## config.mk

```make
export PLATFORM = sky130hd
export DESIGN_NAME = zaxxon_wave_player
export DESIGN_NICKNAME = d
export VERILOG_FILES = /design/src/rtl/zaxxon_wave_player.sv
export SDC_FILE = /design/constraint.sdc
export NUM_CORES = 1
export LEC_CHECK = 0
export CORE_MARGIN = 2
export CORE_UTILIZATION = 30
export DETAILED_ROUTE_END_ITERATION = 7
export DONT_BUFFER_PORTS = 1
export SLEW_MARGIN = 20
export SYNTH_ARGS = -nofsm -noshare
export SYNTH_HDL_FRONTEND = slang
export SYNTH_SLANG_ARGS = --single-unit
export TNS_END_PERCENT = 50
```

## constraint.sdc

```tcl
create_clock -name clk_sys -period 7.1 [get_ports clk_sys]
set_clock_uncertainty 0.2 [all_clocks]
set_input_delay 0.71 -clock clk_sys [delete_from_list [all_inputs] [get_ports clk_sys]]
set_output_delay 0.71 -clock clk_sys [all_outputs]
set_load 0.02 [all_outputs]
```

## src/rtl/zaxxon_wave_player.sv

```systemverilog
// Multi-channel 8-bit PCM playback engine: reads per-channel headers and sample words
// over a single-outstanding SDRAM read port and mixes active channels once per sample tick.
module zaxxon_wave_player #(
  parameter int NUM_CH     = 4,
  parameter int CLK_DIV    = 2177,
  parameter int RD_LATENCY = 4,
  parameter int GAIN_SHIFT = 6
) (
  input  logic              clk_sys,
  input  logic              reset,
  input  logic              pause,
  input  logic [NUM_CH-1:0] trigger,
  input  logic [NUM_CH-1:0] stop,
  input  logic [NUM_CH-1:0] loop,
  output logic [19:0]       wave_addr,
  output logic              wave_rd,
  input  logic [15:0]       wave_data,
  output logic [15:0]       audio_out,
  output logic [NUM_CH-1:0] active
);
  localparam int CW = (NUM_CH > 1) ? $clog2(NUM_CH) : 1;
  localparam int TW = $clog2(CLK_DIV + 1);
  localparam int LW = $clog2(RD_LATENCY + 1);

  localparam logic [1:0] S_IDLE  = 2'd0;
  localparam logic [1:0] S_HDR   = 2'd1;
  localparam logic [1:0] S_MIX   = 2'd2;
  localparam logic [1:0] S_FETCH = 2'd3;

  logic [1:0]         state;
  logic [CW-1:0]      ch;
  logic [1:0]         hdr_idx;
  logic [15:0]        hdr_start_lo;
  logic [3:0]         hdr_start_hi;
  logic [15:0]        hdr_len_lo;
  logic               rd_wait;
  logic [LW-1:0]      rd_cnt;
  logic [TW-1:0]      tick_cnt;
  logic               tick_pend;
  logic [NUM_CH-1:0]  trig_d;
  logic [NUM_CH-1:0]  pending;
  logic [NUM_CH-1:0]  fetch_mask;
  logic [NUM_CH-1:0]  byte_sel;
  logic signed [19:0] acc;
  logic [19:0]        start_l [NUM_CH];
  logic [19:0]        len_l   [NUM_CH];
  logic [19:0]        ptr     [NUM_CH];
  logic [19:0]        remain  [NUM_CH];
  logic [15:0]        word    [NUM_CH];

  function automatic logic [CW-1:0] lowest(input logic [NUM_CH-1:0] m);
    lowest = '0;
    for (int i = NUM_CH - 1; i >= 0; i--)
      if (m[i]) lowest = CW'(i);
  endfunction

  function automatic logic [NUM_CH-1:0] onehot(input logic [CW-1:0] i);
    onehot = NUM_CH'(1) << i;
  endfunction

  logic               tick;
  logic               rd_done;
  logic [NUM_CH-1:0]  pend_live;
  logic [NUM_CH-1:0]  fetch_left;
  logic [CW-1:0]      trig_ch;
  logic [CW-1:0]      fetch_first;
  logic [CW-1:0]      fetch_next;
  logic [19:0]        hdr_len;
  logic               mix_on;
  logic [7:0]         mix_byte;
  logic signed [19:0] mix_term;
  logic signed [19:0] acc_sum;
  logic [15:0]        sat;

  assign tick        = !pause && (tick_cnt == TW'(CLK_DIV - 1));
  assign rd_done     = rd_wait && (rd_cnt == LW'(RD_LATENCY));
  assign pend_live   = (pending | (trigger & ~trig_d)) & ~stop;
  assign fetch_left  = fetch_mask & ~onehot(ch);
  assign trig_ch     = lowest(pend_live);
  assign fetch_first = lowest(fetch_mask);
  assign fetch_next  = lowest(fetch_left);
  assign hdr_len     = {wave_data[3:0], hdr_len_lo};

  // Centre the unsigned byte around zero; modulo-2^20 arithmetic yields the signed term.
  always_comb begin
    mix_on   = active[ch] && !stop[ch];
    mix_byte = byte_sel[ch] ? word[ch][15:8] : word[ch][7:0];
    mix_term = mix_on ? signed'(({12'b0, mix_byte} - 20'd128) << GAIN_SHIFT) : 20'sd0;
    acc_sum  = acc + mix_term;
    if (acc_sum > 20'sd32767)       sat = 16'h7FFF;
    else if (acc_sum < -20'sd32768) sat = 16'h8000;
    else                            sat = acc_sum[15:0];
  end

  always_ff @(posedge clk_sys) begin
    if (reset) begin
      state      <= S_IDLE;
      ch         <= '0;
      hdr_idx    <= '0;
      rd_wait    <= 1'b0;
      rd_cnt     <= '0;
      wave_rd    <= 1'b0;
      wave_addr  <= '0;
      audio_out  <= '0;
      active     <= '0;
      pending    <= '0;
      trig_d     <= trigger;
      tick_cnt   <= '0;
      tick_pend  <= 1'b0;
      fetch_mask <= '0;
      acc        <= '0;
    end else begin
      wave_rd   <= 1'b0;
      trig_d    <= trigger;
      pending   <= pend_live;
      tick_pend <= tick_pend | tick;
      if (!pause) tick_cnt <= tick ? '0 : tick_cnt + 1'b1;
      if (rd_wait) rd_cnt <= rd_cnt + 1'b1;

      case (state)
        S_IDLE: begin
          if (pend_live != '0) begin
            ch        <= trig_ch;
            pending   <= pend_live & ~onehot(trig_ch);
            hdr_idx   <= 2'd0;
            wave_addr <= 20'(trig_ch) << 2;
            wave_rd   <= 1'b1;
            rd_wait   <= 1'b1;
            rd_cnt    <= '0;
            state     <= S_HDR;
          end else if (tick_pend) begin
            tick_pend <= tick;
            ch        <= '0;
            acc       <= '0;
            state     <= S_MIX;
          end
        end

        S_HDR: begin
          if (rd_done) begin
            if (hdr_idx != 2'd3) begin
              case (hdr_idx)
                2'd0:    hdr_start_lo <= wave_data;
                2'd1:    hdr_start_hi <= wave_data[3:0];
                default: hdr_len_lo   <= wave_data;
              endcase
              hdr_idx   <= hdr_idx + 1'b1;
              wave_addr <= wave_addr + 20'd1;
              wave_rd   <= 1'b1;
              rd_cnt    <= '0;
            end else begin
              rd_wait      <= 1'b0;
              start_l[ch]  <= {hdr_start_hi, hdr_start_lo};
              ptr[ch]      <= {hdr_start_hi, hdr_start_lo};
              len_l[ch]    <= hdr_len;
              remain[ch]   <= hdr_len;
              byte_sel[ch] <= 1'b0;
              if (hdr_len != 20'd0 && !stop[ch]) begin
                active[ch] <= 1'b1;
                fetch_mask <= onehot(ch);
                state      <= S_FETCH;
              end else begin
                active[ch] <= 1'b0;
                state      <= S_IDLE;
              end
            end
          end
        end

        S_MIX: begin
          acc <= acc_sum;
          if (mix_on) begin
            byte_sel[ch] <= ~byte_sel[ch];
            remain[ch]   <= remain[ch] - 20'd1;
            if (remain[ch] == 20'd1) begin
              if (loop[ch]) begin
                ptr[ch]      <= start_l[ch];
                remain[ch]   <= len_l[ch];
                byte_sel[ch] <= 1'b0;
                fetch_mask   <= fetch_mask | onehot(ch);
              end else begin
                active[ch] <= 1'b0;
              end
            end else if (byte_sel[ch]) begin
              // High byte just consumed: advance to the next word.
              ptr[ch]    <= ptr[ch] + 20'd1;
              fetch_mask <= fetch_mask | onehot(ch);
            end
          end
          if (ch == CW'(NUM_CH - 1)) begin
            audio_out <= sat;
            state     <= S_FETCH;
          end else begin
            ch <= ch + 1'b1;
          end
        end

        default: begin
          if (!rd_wait) begin
            if (fetch_mask == '0) begin
              state <= S_IDLE;
            end else begin
              ch        <= fetch_first;
              wave_addr <= ptr[fetch_first];
              wave_rd   <= 1'b1;
              rd_wait   <= 1'b1;
              rd_cnt    <= '0;
            end
          end else if (rd_done) begin
            word[ch]   <= wave_data;
            fetch_mask <= fetch_left;
            if (fetch_left != '0) begin
              ch        <= fetch_next;
              wave_addr <= ptr[fetch_next];
              wave_rd   <= 1'b1;
              rd_cnt    <= '0;
            end else begin
              rd_wait <= 1'b0;
              state   <= S_IDLE;
            end
          end
        end
      endcase

      for (int i = 0; i < NUM_CH; i++)
        if (stop[i]) active[i] <= 1'b0;
    end
  end
endmodule

```

==> results.cfg <==
[synth]
post-synth-top-count-cell = sky130_fd_sc_hd__edfxtp_1
synthFlopType = sky130_fd_sc_hd__edfxtp_1
synth_top_cell_area_share_pct = 54.0
ys_top_cells_by_area = sky130_fd_sc_hd__edfxtp_1, sky130_fd_sc_hd__mux4_2, sky130_fd_sc_hd__dfxtp_1
yosysWarningCount = 0
synth_async_sr_flop_share_pct = 0
dominant_cell_type_by_area_after_synthesis = sky130_fd_sc_hd__edfxtp_1
syn_area_mm2 = 0.0236
yosysUniqueCellTypes = 81
synthesis.nets = 1733
count_of_flip_flops_with_a_built_in_enable_after_synthesis = 424
syn_inst = 1669
synth_common_cells = sky130_fd_sc_hd__edfxtp_1, sky130_fd_sc_hd__nand2_1, sky130_fd_sc_hd__mux4_2
synth_seq_area_share_pct = 61.4
number_of_flip_flops_and_latches_in_the_synthesized_netlist = 511
postSynthAreaPerCell_um2 = 14.1

[grt]
total_global_routing_overflow = 0
antenna_found_initial = 7
groute.usage.overall_pct = 14.4
grt_max_degree = 50
first_global_vias = 14500
grt_first_pass_wirelength_um = 90200

[cells_and_area]
post-route-util_pct = 34.4
fraction_of_layout_cells_with_a_size_suffix_above_1_pct = 16.1
final_nets = 1748
flow.area_growth_from_synthesis_pct = 13.2
finalNonFillerCells = 2765

[worst_setup_path]
cp_data_required_time_ns = 7.36
slowest_delay_ns = 0.81
cpMostUsedCell = sky130_fd_sc_hd__mux4_2
path_delay_family = compound AO/OA/AOI/OAI gates
path_cells = mux4_2 -> mux4_2 -> mux2i_1 -> nor2_1 -> ha_1 -> fa_1 -> a211oi_1 -> nor4_1 -> a2111o_1 -> o211a_1 -> or4_1 -> o22ai_2 -> o32ai_1
cp-start-kind = register
worstPathBufferInverterCount = 0
critical-path-slowest-cell = sky130_fd_sc_hd__mux4_2
timing.critical_path.to_type = register
critical_path_peak_fanout = 16
worstPathArrival_ns = 5.34
worstSetupPathType = reg2reg

[timing]
timing_hold_violations_final = 0
finalCritPeriodShare_pct = 71.6
min_period_ns = 5.08
clock.fmax_mhz = 197
fin_tns_setup_ns = 0
final_count_of_pins_violating_max_slew = 0
tightestPinTransition_ns = 1.08
rsz_0062_raised_after_global_routing = no
finalSetupViolCount = 0
worst_slew_margin_rel_pct = 27.8
finalHoldWorstSlack_ns = 0.0371

[power]
power.density_mw_per_mm2 = 289
design_power_total_w = 0.00771
p_comb_share_pct = 20.7
vdd_drop_max_v = 0.000211
power.switching_w = 0.00222
seq_power_share_pct = 44.8
clkPwrFrac_pct = 34.5
leakage_power_nw = 8.35
switching_share_pct = 28.8
power_report.internal_total_w = 0.00549

[floorplan]
placement_rows = 102
die_area_mm2 = 0.0808
die_y_um = 284
top_level_ports = 72
die_x_um = 284
core-area_mm2 = 0.0776
floorplan.initialDensity_pct = 30.4

[routing]
route.vias.total = 14500
wl_per_cell_um = 21.4
drt_pass_1_iters = 6
drt_wirelength_um = 59300
routed_via_density = 5.25
remaining_drc_errors = 0
final_antenna_net_count = 0
dr_iter_0_viols = 1415

[clock_tree]
post_cts.resized_instances = 0
tritoncts = built
cts_htree_levels = 2
cts_num_sinks = 511
clockBufferDepth = 3
cts_inserted_buffers = 50
insertion_delay_ns = 0.61
root_buffer = sky130_fd_sc_hd__clkbuf_16
cts_setup_buffers = 0
clk_pin_slew_ns = 0.06

[min_path]
holdCritPathClass = in2reg

[outcome]
run_status = finished clean

[job]
max_cap_violations = 0

[placed_design]
post-place-cells = 2645
dpl.hpwl_um = 38200
place.gp.congestion = 0.804
place.port_buffers = 0
==> worst paths after layout <==
check,end,slack (ns),startpoint,cells after the start
worst max register to register,audio_out[11],2.02,ch[0],13
worst min register to register,tick_cnt[11],0.29,tick_cnt[11],2
worst max-delay path,audio_out[11],2.02,ch[0],13
worst min-delay path,wave_addr[2],0.04,reset,1
==> registers in the layout (all words and copies together) (netlist names), 14 cells and up, named ones only <==
signal / cells
len_l: 80
ptr: 80
remain: 80
start_l: 80
word: 64
wave_addr: 20
hdr_len_lo: 16
hdr_start_lo: 16
acc: 14
==> what timing repair did <==
| action | 4_1_cts | 5_1_grt |
|---|---|---|
| endpoints found under the setup margin | 0 | 0 |
| hold buffers | 27 | 0 |
| endpoints found under the hold margin | 170 | 0 |
==> layout make-up <==
cell class / instances / area, µm²
Tap cell: 1040 / 1300
Timing Repair Buffer: 58 / 520
Multi-Input combinational cell: 1021 / 8570
Sequential cell: 511 / 14500
Antenna cell: 1 / 2.50
Fill cell: 7515 / 50900
Clock buffer: 66 / 1320
Clock inverter: 26 / 310
Inverter: 42 / 158
==> placed cells by master (no fill, tap or decap), types with 16 or more instances in the layout <==
cell type / netlist / layout
sky130_fd_sc_hd__o21ai_0: 27 / 27
sky130_fd_sc_hd__nor2_1: 107 / 105
sky130_fd_sc_hd__a211oi_1: 19 / 18
sky130_fd_sc_hd__edfxtp_1: 424 / 424
sky130_fd_sc_hd__nand3_1: 53 / 53
sky130_fd_sc_hd__dlygate4sd3_1: 0 / 26
sky130_fd_sc_hd__nand2_1: 160 / 160
sky130_fd_sc_hd__dfxtp_1: 87 / 84
sky130_fd_sc_hd__xor2_1: 27 / 27
sky130_fd_sc_hd__buf_4: 10 / 31
sky130_fd_sc_hd__mux2i_1: 70 / 70
sky130_fd_sc_hd__o32ai_1: 21 / 21
sky130_fd_sc_hd__a21oi_1: 53 / 52
sky130_fd_sc_hd__nor3_1: 19 / 16
sky130_fd_sc_hd__xnor2_1: 26 / 26
sky130_fd_sc_hd__mux4_2: 120 / 120
sky130_fd_sc_hd__inv_1: 39 / 39
sky130_fd_sc_hd__ha_1: 32 / 32
sky130_fd_sc_hd__o21ai_1: 47 / 47
sky130_fd_sc_hd__clkbuf_16: 0 / 50
sky130_fd_sc_hd__and2_1: 29 / 26
==> worst register-to-register path, stage by stage (launching register included) <==
cell and delay [ns]:
sky130_fd_sc_hd__dfxtp_1 0.60, sky130_fd_sc_hd__mux4_2 0.81, sky130_fd_sc_hd__mux4_2 0.38, sky130_fd_sc_hd__mux2i_1 0.18, sky130_fd_sc_hd__nor2_1 0.06, sky130_fd_sc_hd__ha_1 0.24
sky130_fd_sc_hd__fa_1 0.41, sky130_fd_sc_hd__a211oi_1 0.42, sky130_fd_sc_hd__nor4_1 0.13, sky130_fd_sc_hd__a2111o_1 0.40, sky130_fd_sc_hd__o211a_1 0.16, sky130_fd_sc_hd__or4_1 0.42
sky130_fd_sc_hd__o22ai_2 0.36, sky130_fd_sc_hd__o32ai_1 0.16
==> logic make-up after synthesis <==
kind of cell | count (synthesis) | synth area share, %
AND/OR/NAND/NOR | 464 | 9.51
multiplexers | 200 | 14.9
buffers and inverters | 137 | 2.51
flip-flops | 511 | 61.4
AO/OA/AOI/OAI | 271 | 7.90
XOR/XNOR | 53 | 1.97
adder cells (fa/ha/maj) | 33 | 1.78
==> stage by stage <==
step	setup WS [ns]	cell area, µm²
2_1_floorplan	1.78	23600
3_3_place_gp	2.01	24700
3_5_place_dp	2.01	24700
4_1_cts	1.96	26700
5_1_grt	1.63	26700
6_report	2.02	26700
==> power by group through the flow <==
| stage | Clock [W] | Sequential (W) | Combinational (W) |
|---|---|---|---|
| floorplan | 0 | 0.00342 | 0.00126 |
| finish | 0.00266 | 0.00346 | 0.00159 |
| global placement | 0 | 0.00352 | 0.00154 |
| CTS | 0.00272 | 0.00346 | 0.00160 |
| global route | 0.00283 | 0.00347 | 0.00173 |
| detailed placement | 0 | 0.00353 | 0.00155 |
==> layer usage <==
layer | up-vias | track usage (%) | wire length (µm)
met5 | - | 0 | 27
li1 | 6517 | - | -
met4 | 4 | 3.86 | 1310
met2 | 475 | 23.6 | 28200
met3 | 111 | 2.47 | 3780
met1 | 7423 | 19.8 | 26000
(Power assumes the default switching activity.)
